### src/rtl/pipe_mmio_datamem_pkg.sv
// Shared definitions for the MEM-stage data memory: IO word offsets,
// address-decode selector and the decode helper used by the top level.
package pipe_mmio_datamem_pkg;

  // Word offsets (addr[7:2]) of the IO registers; the CPU test program
  // uses the same numbers.
  localparam int IO_HEX_BASE = 32;
  localparam int IO_SW       = 48;
  localparam int IO_SWCHG    = 49;
  localparam int IO_CYC      = 50;
  localparam int IO_LED      = 51;

  // Largest legal values of the elaboration parameters.
  localparam int MAX_DEPTH = 32;
  localparam int MAX_HEX   = 16;
  localparam int MAX_W     = 32;

  // Which storage element a word address selects.
  typedef enum logic [2:0] {
    SEL_RAM,
    SEL_HEX,
    SEL_SW,
    SEL_SWCHG,
    SEL_CYC,
    SEL_LED,
    SEL_NONE
  } sel_e;

  // Classify a word address. Words 0..31 are RAM (aliased by the caller),
  // 32..47 are hex digit slots of which only the first n_hex exist.
  function automatic sel_e decode_word(input logic [5:0] w, input int n_hex);
    sel_e s;
    s = SEL_NONE;
    if (!w[5]) begin
      s = SEL_RAM;
    end else if (w[5:4] == 2'b10) begin
      if ({28'b0, w[3:0]} < 32'(n_hex)) s = SEL_HEX;
    end else if (w == 6'(IO_SW)) begin
      s = SEL_SW;
    end else if (w == 6'(IO_SWCHG)) begin
      s = SEL_SWCHG;
    end else if (w == 6'(IO_CYC)) begin
      s = SEL_CYC;
    end else if (w == 6'(IO_LED)) begin
      s = SEL_LED;
    end
    return s;
  endfunction

endpackage

### src/rtl/pipe_mmio_datamem_sw_sync.sv
// Switch input conditioning: two-flop synchroniser, previous-value register
// and a sticky change flag. A new change beats a clear in the same cycle so
// an edge arriving while the CPU acknowledges the old one is never lost.
module pipe_sw_sync #(
  parameter int W = 10
) (
  input  logic         ram_clock,
  input  logic         resetn,
  input  logic [W-1:0] sw,
  input  logic         clr,
  output logic [W-1:0] sw_s,
  output logic         chg
);

  logic [W-1:0] sync1;
  logic [W-1:0] prev;
  logic         changed;

  // Two-flop synchroniser plus the registered copy used for edge detection.
  always_ff @(posedge ram_clock or negedge resetn) begin
    if (!resetn) begin
      sync1 <= '0;
      sw_s  <= '0;
      prev  <= '0;
    end else begin
      sync1 <= sw;
      sw_s  <= sync1;
      prev  <= sw_s;
    end
  end

  assign changed = (sw_s != prev);

  // Sticky change flag: set has priority over clear.
  always_ff @(posedge ram_clock or negedge resetn) begin
    if (!resetn) begin
      chg <= 1'b0;
    end else if (changed) begin
      chg <= 1'b1;
    end else if (clr) begin
      chg <= 1'b0;
    end
  end

endmodule

### src/rtl/pipe_mmio_datamem.sv
// MEM-stage data memory: word RAM plus a memory-mapped IO window holding
// hex digit registers, an LED register, a synchronised switch port with a
// sticky change flag and a free-running cycle counter. Loads are
// combinational; stores and all register updates happen on posedge.
module pipe_mmio_datamem
  import pipe_mmio_datamem_pkg::*;
#(
  parameter int DEPTH = 32,
  parameter int N_HEX = 6,
  parameter int SW_W  = 10,
  parameter int LED_W = 10
) (
  input  logic               ram_clock,
  input  logic               resetn,
  input  logic [31:0]        addr,
  input  logic [31:0]        datain,
  input  logic               we,
  input  logic [SW_W-1:0]    sw,
  output logic [31:0]        dataout,
  output logic [4*N_HEX-1:0] hex,
  output logic [LED_W-1:0]   led,
  output logic               sw_irq
);

  localparam int AW = $clog2(DEPTH);

  generate
    if (DEPTH < 2 || DEPTH > MAX_DEPTH || (DEPTH & (DEPTH - 1)) != 0) begin : g_bad_depth
      $error("pipe_mmio_datamem: DEPTH must be a power of 2 in 2..32");
    end
    if (N_HEX < 1 || N_HEX > MAX_HEX) begin : g_bad_hex
      $error("pipe_mmio_datamem: N_HEX must be in 1..16");
    end
    if (SW_W < 1 || SW_W > MAX_W) begin : g_bad_sw
      $error("pipe_mmio_datamem: SW_W must be in 1..32");
    end
    if (LED_W < 1 || LED_W > MAX_W) begin : g_bad_led
      $error("pipe_mmio_datamem: LED_W must be in 1..32");
    end
  endgenerate

  logic [5:0]         word;
  logic [AW-1:0]      ram_idx;
  logic [3:0]         hex_k;
  sel_e               sel;
  logic [31:0]        mem [DEPTH];
  logic [4*N_HEX-1:0] hex_q;
  logic [LED_W-1:0]   led_q;
  logic [31:0]        cyc;
  logic [SW_W-1:0]    sw_s;
  logic               chg;
  logic               chg_clr;
  logic [31:0]        sw_ext;
  logic [31:0]        led_ext;
  logic               unused_bits;

  // addr[1:0] and addr[31:8] are not decoded; upper datain bits reach only
  // the RAM and the counter.
  assign unused_bits = ^{addr, datain};

  assign word    = addr[7:2];
  assign ram_idx = addr[AW+1:2];
  assign hex_k   = word[3:0];
  assign sel     = decode_word(word, N_HEX);
  assign chg_clr = we && (sel == SEL_SWCHG);

  // RAM store; deliberately not reset so contents survive a CPU reset.
  always_ff @(posedge ram_clock) begin
    if (we && sel == SEL_RAM) mem[ram_idx] <= datain;
  end

  // Hex digit registers, one nibble per digit.
  always_ff @(posedge ram_clock or negedge resetn) begin
    if (!resetn) begin
      hex_q <= '0;
    end else if (we && sel == SEL_HEX) begin
      for (int k = 0; k < N_HEX; k++) begin
        if (hex_k == 4'(k)) hex_q[4*k +: 4] <= datain[3:0];
      end
    end
  end

  // LED register.
  always_ff @(posedge ram_clock or negedge resetn) begin
    if (!resetn) begin
      led_q <= '0;
    end else if (we && sel == SEL_LED) begin
      led_q <= datain[LED_W-1:0];
    end
  end

  // Free-running cycle counter; a CPU store replaces that cycle's increment.
  always_ff @(posedge ram_clock or negedge resetn) begin
    if (!resetn) begin
      cyc <= '0;
    end else if (we && sel == SEL_CYC) begin
      cyc <= datain;
    end else begin
      cyc <= cyc + 32'd1;
    end
  end

  pipe_sw_sync #(
    .W(SW_W)
  ) u_sw_sync (
    .ram_clock(ram_clock),
    .resetn   (resetn),
    .sw       (sw),
    .clr      (chg_clr),
    .sw_s     (sw_s),
    .chg      (chg)
  );

  // Zero-extend the narrow IO registers to a full word.
  always_comb begin
    sw_ext  = '0;
    led_ext = '0;
    sw_ext[SW_W-1:0]   = sw_s;
    led_ext[LED_W-1:0] = led_q;
  end

  // Load-data mux; RAM reads see the pre-store value until the edge.
  always_comb begin
    dataout = '0;
    case (sel)
      SEL_RAM:   dataout = mem[ram_idx];
      SEL_HEX: begin
        for (int k = 0; k < N_HEX; k++) begin
          if (hex_k == 4'(k)) dataout = {28'b0, hex_q[4*k +: 4]};
        end
      end
      SEL_SW:    dataout = sw_ext;
      SEL_SWCHG: dataout = {31'b0, chg};
      SEL_CYC:   dataout = cyc;
      SEL_LED:   dataout = led_ext;
      default:   dataout = '0;
    endcase
  end

  assign hex    = hex_q;
  assign led    = led_q;
  assign sw_irq = chg;

endmodule

### config.mk
export PLATFORM = sky130hd
export DESIGN_NAME = pipe_mmio_datamem
export DESIGN_NICKNAME = d
export VERILOG_FILES = /design/src/rtl/pipe_mmio_datamem_pkg.sv /design/src/rtl/pipe_mmio_datamem_sw_sync.sv /design/src/rtl/pipe_mmio_datamem.sv
export SDC_FILE = /design/constraint.sdc
export NUM_CORES = 1
export LEC_CHECK = 0
export BUFFER_PORTS_ARGS = -buffer_cell sky130_fd_sc_hd__buf_2
export CAP_MARGIN = 20
export CORE_MARGIN = 5
export CORE_UTILIZATION = 56
export DETAILED_ROUTE_END_ITERATION = 10
export PLACE_DENSITY = 0.76
export SLEW_MARGIN = 20
export SYNTH_ARGS = -nofsm -noshare
export SYNTH_HDL_FRONTEND = slang
export SYNTH_HIERARCHICAL = 1
export SYNTH_SLANG_ARGS = --single-unit
### constraint.sdc
create_clock -name ram_clock -period 2.9 [get_ports ram_clock]
set_clock_uncertainty 0.05 [all_clocks]
set_input_delay 0.58 -clock ram_clock [delete_from_list [all_inputs] [get_ports ram_clock]]
set_output_delay 0.58 -clock ram_clock [all_outputs]
set_load 0.05 [all_outputs]
==> impl_results.md <==
* Worst slew margin relative to its limit at 43.2%
* Setup repair after global routing missed its margin: true
* Area share of the leading cell type in the synthesized netlist at 69.9%
* Most common flop cell mapped by yosys: edfxtp_1
* Overall power at approximately 35 mW
* Dominant combinational cell family by area after synthesis: multiplexers
* Type of the worst setup path: flip-flop to output port
* Number of antenna violations at the first check in global routing at 7
* Count leader, synth: edfxtp_1
* Final weighted congestion of routability-driven global placement at ~0.86
* Static Leakage at 18.7 nW
* Largest net degree at the start of global routing at 51
* Nets at between 2000 and 3000
* Via count of the first global-routing pass at 25200
* Setup_tns at -8.54 ns
* Worst path setup slack after routing at -0.428 ns
* Vias per Instance at roughly 6.6
* Final cycle utilization of the critical path at 115%
* Max-slew violation count at 0
* Final hold violations at 0
* H-tree Lvls at 3
* Data arrival time of the worst path at roughly 2.7 ns
* Post-synthesis share of cell area spent on xor and xnor gates at less than 1%
* Run status: finished, violations left
* Final setup violation count at 32
* Clock input transition at the sequential cells of the worst setup and hold paths at 0.06 ns
* Area fraction in compound gates after synthesis at roughly 3.2%
* Reg-to-reg endpoint: cyc[28]
* Post-Syn Area per Cell at about 20 um2
* Basic-gate share of the synthesized area counting and, or, nand and nor cells at 2.57%
* Portion of netlist area occupied by mux cells at between 10% and 20%
* Relative area change from synthesis to final layout at 23.8%
* Worst hold slack across all endpoints at slightly above 0.3 ns
* Measured slew at the worst slew-check pin at ~0.85 ns
* Starting density of the core at 56.6%
* Fraction of final layout cells with drive strength greater than 1 at between 30 and 40%
* Worst Setup EP: dataout[3]
* Buffer cell driving the clock tree root: clkbuf_16
* FF-to-FF Start: cyc[0]
* Synth async-reset ratio at under 10%
* Min-delay worst type: flip-flop to flip-flop
* Worst-case reg-to-reg path depth at 6
* 1st-iter DRT viols at roughly 3200
* Max-capacitance violation count at 0
* Shortest clock period the worst path allows after layout at approximately 3.3 ns
* VDD IR max at approximately 0.00049 V
* DP Wirelength at between 70000 and 80000 um
* CP Max Fanout at 1
* PortBufs at between 100 and 150
* Top cells by instance count after synthesis: 1024 x edfxtp_1, 223 x mux4_2, 139 x mux2i_1
* Vert. Die Dim at slightly below 300 um
* Leading post-synthesis cells by cell area: edfxtp_1 70%, mux4_2 11%, dfrtp_1 5.5%, mux2i_1 3.2%, mux2_2 1.8%
* Endpoint class of the critical path: output port
* Detailed Routing Iterations Pass 1 at 5
* Violations in the final reports: negative setup slack
* Wire length of the first global-routing pass at roughly 180000 um
* Post-synthesis instance area at ~44000 um2
* Data required time of the critical path at roughly 2.3 ns
* Number of ports placed on the die boundary at between 100 and 150
* Post-route DRC at 0
* Cell type with the largest total area after synthesis: edfxtp_1
* Area share of fa/ha/maj cells after synthesis at less than 1%
* EDFF count, synth at 1024
* FP Rows at approximately 100
* Post-DR wirelength/cell at between 30 and 40 um
* Number of buffers between clock root and the deepest sink at 3
* Synthesized Nets at 2236
* Gate count of the mapped netlist at approximately 2200
* Floorplan die area at ~84000 um2
* Number of buffers inserted during clock tree synthesis at between 100 and 150
* Sum of routed wire length over all layers at 124000 um
* Sequential share of the synthesized area at roughly 75%
* Final global-route overflow total at 0
* # clock sinks at between 1000 and 1500
* Register bit total from synthesis at about 1100
* Tot GR Track Use at between 20% and 30%
* Fmax at around 300 MHz
* Count of warnings emitted by yosys at 6
* DR vias at ~25000
* Power density over the cells at 651 nW/um2
* Nature of the critical path startpoint: flip-flop
* Clock Latency Late Sink at slightly below 0.7 ns
* Beginning of the critical path: mem[31][3]
* Clock tree from TritonCTS: yes
* Slack of the worst reg-to-reg path at just over 0.4 ns
* Post-synth cell types at 55
* Remaining number of nets flagged by the antenna check after routing at 0
* Die Span X at between 200 and 300 um
* Core footprint at about 80000 um2
worst max-delay path, cell delays in order (launching register included):
cell      delay [ns]
edfxtp_1        0.42
mux4_2          0.56
mux4_2          0.53
a211o_1         0.33
buf_6           0.17
sequential cells by signal (all words and copies together) (netlist names):
signal,cells
u_sw_sync/prev,10
led,10
cyc,32
mem,1024
u_sw_sync/chg,1
hex,24
u_sw_sync/sync1,10
u_sw_sync/sw_s,10
per-stage QoR:
| step | cell area [um2] | utilization, % | cells | setup WS, ns |
|---|---|---|---|---|
| 2_1_floorplan | 44500 | - | 2158 | -0.415 |
| 3_3_place_gp | 48900 | 62.9 | 3485 | -0.497 |
| 3_5_place_dp | 48900 | 62.9 | 3485 | -0.536 |
| 4_1_cts | 53900 | 69.4 | 3742 | -0.446 |
| 5_1_grt | 54500 | 70.1 | 3763 | -0.451 |
| 6_report | 54500 | 70.1 | 3766 | -0.428 |
cell families after synthesis:
logic type | count (synthesis)
and+or+nand+nor | 238
muxes | 433
xor gates and xnor gates | 40
DFF | 1121
adders and majority gates | 1
AOI/OAI and AO/OA | 205
buffers and inverters | 120
placed cells by master, fill, tap and decap left out, types with 10 or more instances in the layout:
| cell type | count |
|---|---|
| buf_6 | 56 |
| a22oi_1 | 30 |
| mux2_2 | 54 |
| mux2_4 | 17 |
| nand2_1 | 40 |
| clkinv_1 | 16 |
| edfxtp_1 | 1024 |
| a21oi_1 | 55 |
| buf_12 | 104 |
| xor2_1 | 18 |
| mux2i_1 | 130 |
| a211oi_2 | 10 |
| buf_2 | 81 |
| xnor2_1 | 22 |
| clkbuf_1 | 29 |
| dfrtp_1 | 97 |
| nand3_1 | 10 |
| nor2_1 | 64 |
| o22ai_1 | 10 |
| mux4_2 | 223 |
| clkinv_2 | 14 |
| buf_4 | 200 |
| buf_8 | 14 |
| dlygate4sd3_1 | 11 |
| nor2_4 | 27 |
| a22o_1 | 13 |
| clkbuf_16 | 113 |
| nor3_1 | 11 |
metal layers:
layer | track usage [%] | part of all wire [%] | vias to the layer above
li1 | - | - | 9886
met1 | 37.7 | 34 | 12800
met2 | 47.4 | 49 | 1720
met3 | 7.44 | 12 | 336
met4 | 11.5 | 4.7 | 6
met5 | 0 | 0.060 | -
final cells by class:
cell class	count	area (um2)
Clock buffer	151	3010
Timing Repair Buffer	479	5300
Inverter	6	30.0
Multi-Input combinational cell	917	11200
Clock inverter	48	449
Fill cell	4388	23200
Sequential cell	1121	33200
Tap cell	1040	1300
Antenna cell	4	10.0
report_power, final:
group          switching, mW  leakage [nW]  internal, mW
Sequential             0.386          10.4          18.0
Combinational           1.88          6.65          1.43
Clock                   5.96          1.68          7.85
worst min-delay path by stage:
stage | startpoint | endpoint | slack (ns) | cells after the start
final | u_sw_sync/sync1[9] | u_sw_sync/sw_s[9] | 0.31 | 0
after global routing | u_sw_sync/sync1[9] | u_sw_sync/sw_s[9] | 0.32 | 0
after CTS | u_sw_sync/sync1[9] | u_sw_sync/sw_s[9] | 0.31 | 0
after detailed placement | u_sw_sync/sync1[9] | u_sw_sync/sw_s[9] | 0.29 | 0
after global placement | u_sw_sync/sync1[7] | u_sw_sync/sw_s[7] | 0.29 | 0
after floorplan | resetn | cyc[0] | 0.23 | 0
repair_timing:
| item | 4_1_cts | 5_1_grt |
|---|---|---|
| pin swaps | 46 | 40 |
| cloned | 10 | 3 |
| resized for setup | 227 | 84 |
| endpoints found under the setup margin | 32 | 32 |
| hold buffers | 11 | 0 |
| buffers inserted | 41 | 25 |
| hold endpoints to repair | 57 | 0 |
Power figures use the tool's default switching activity.
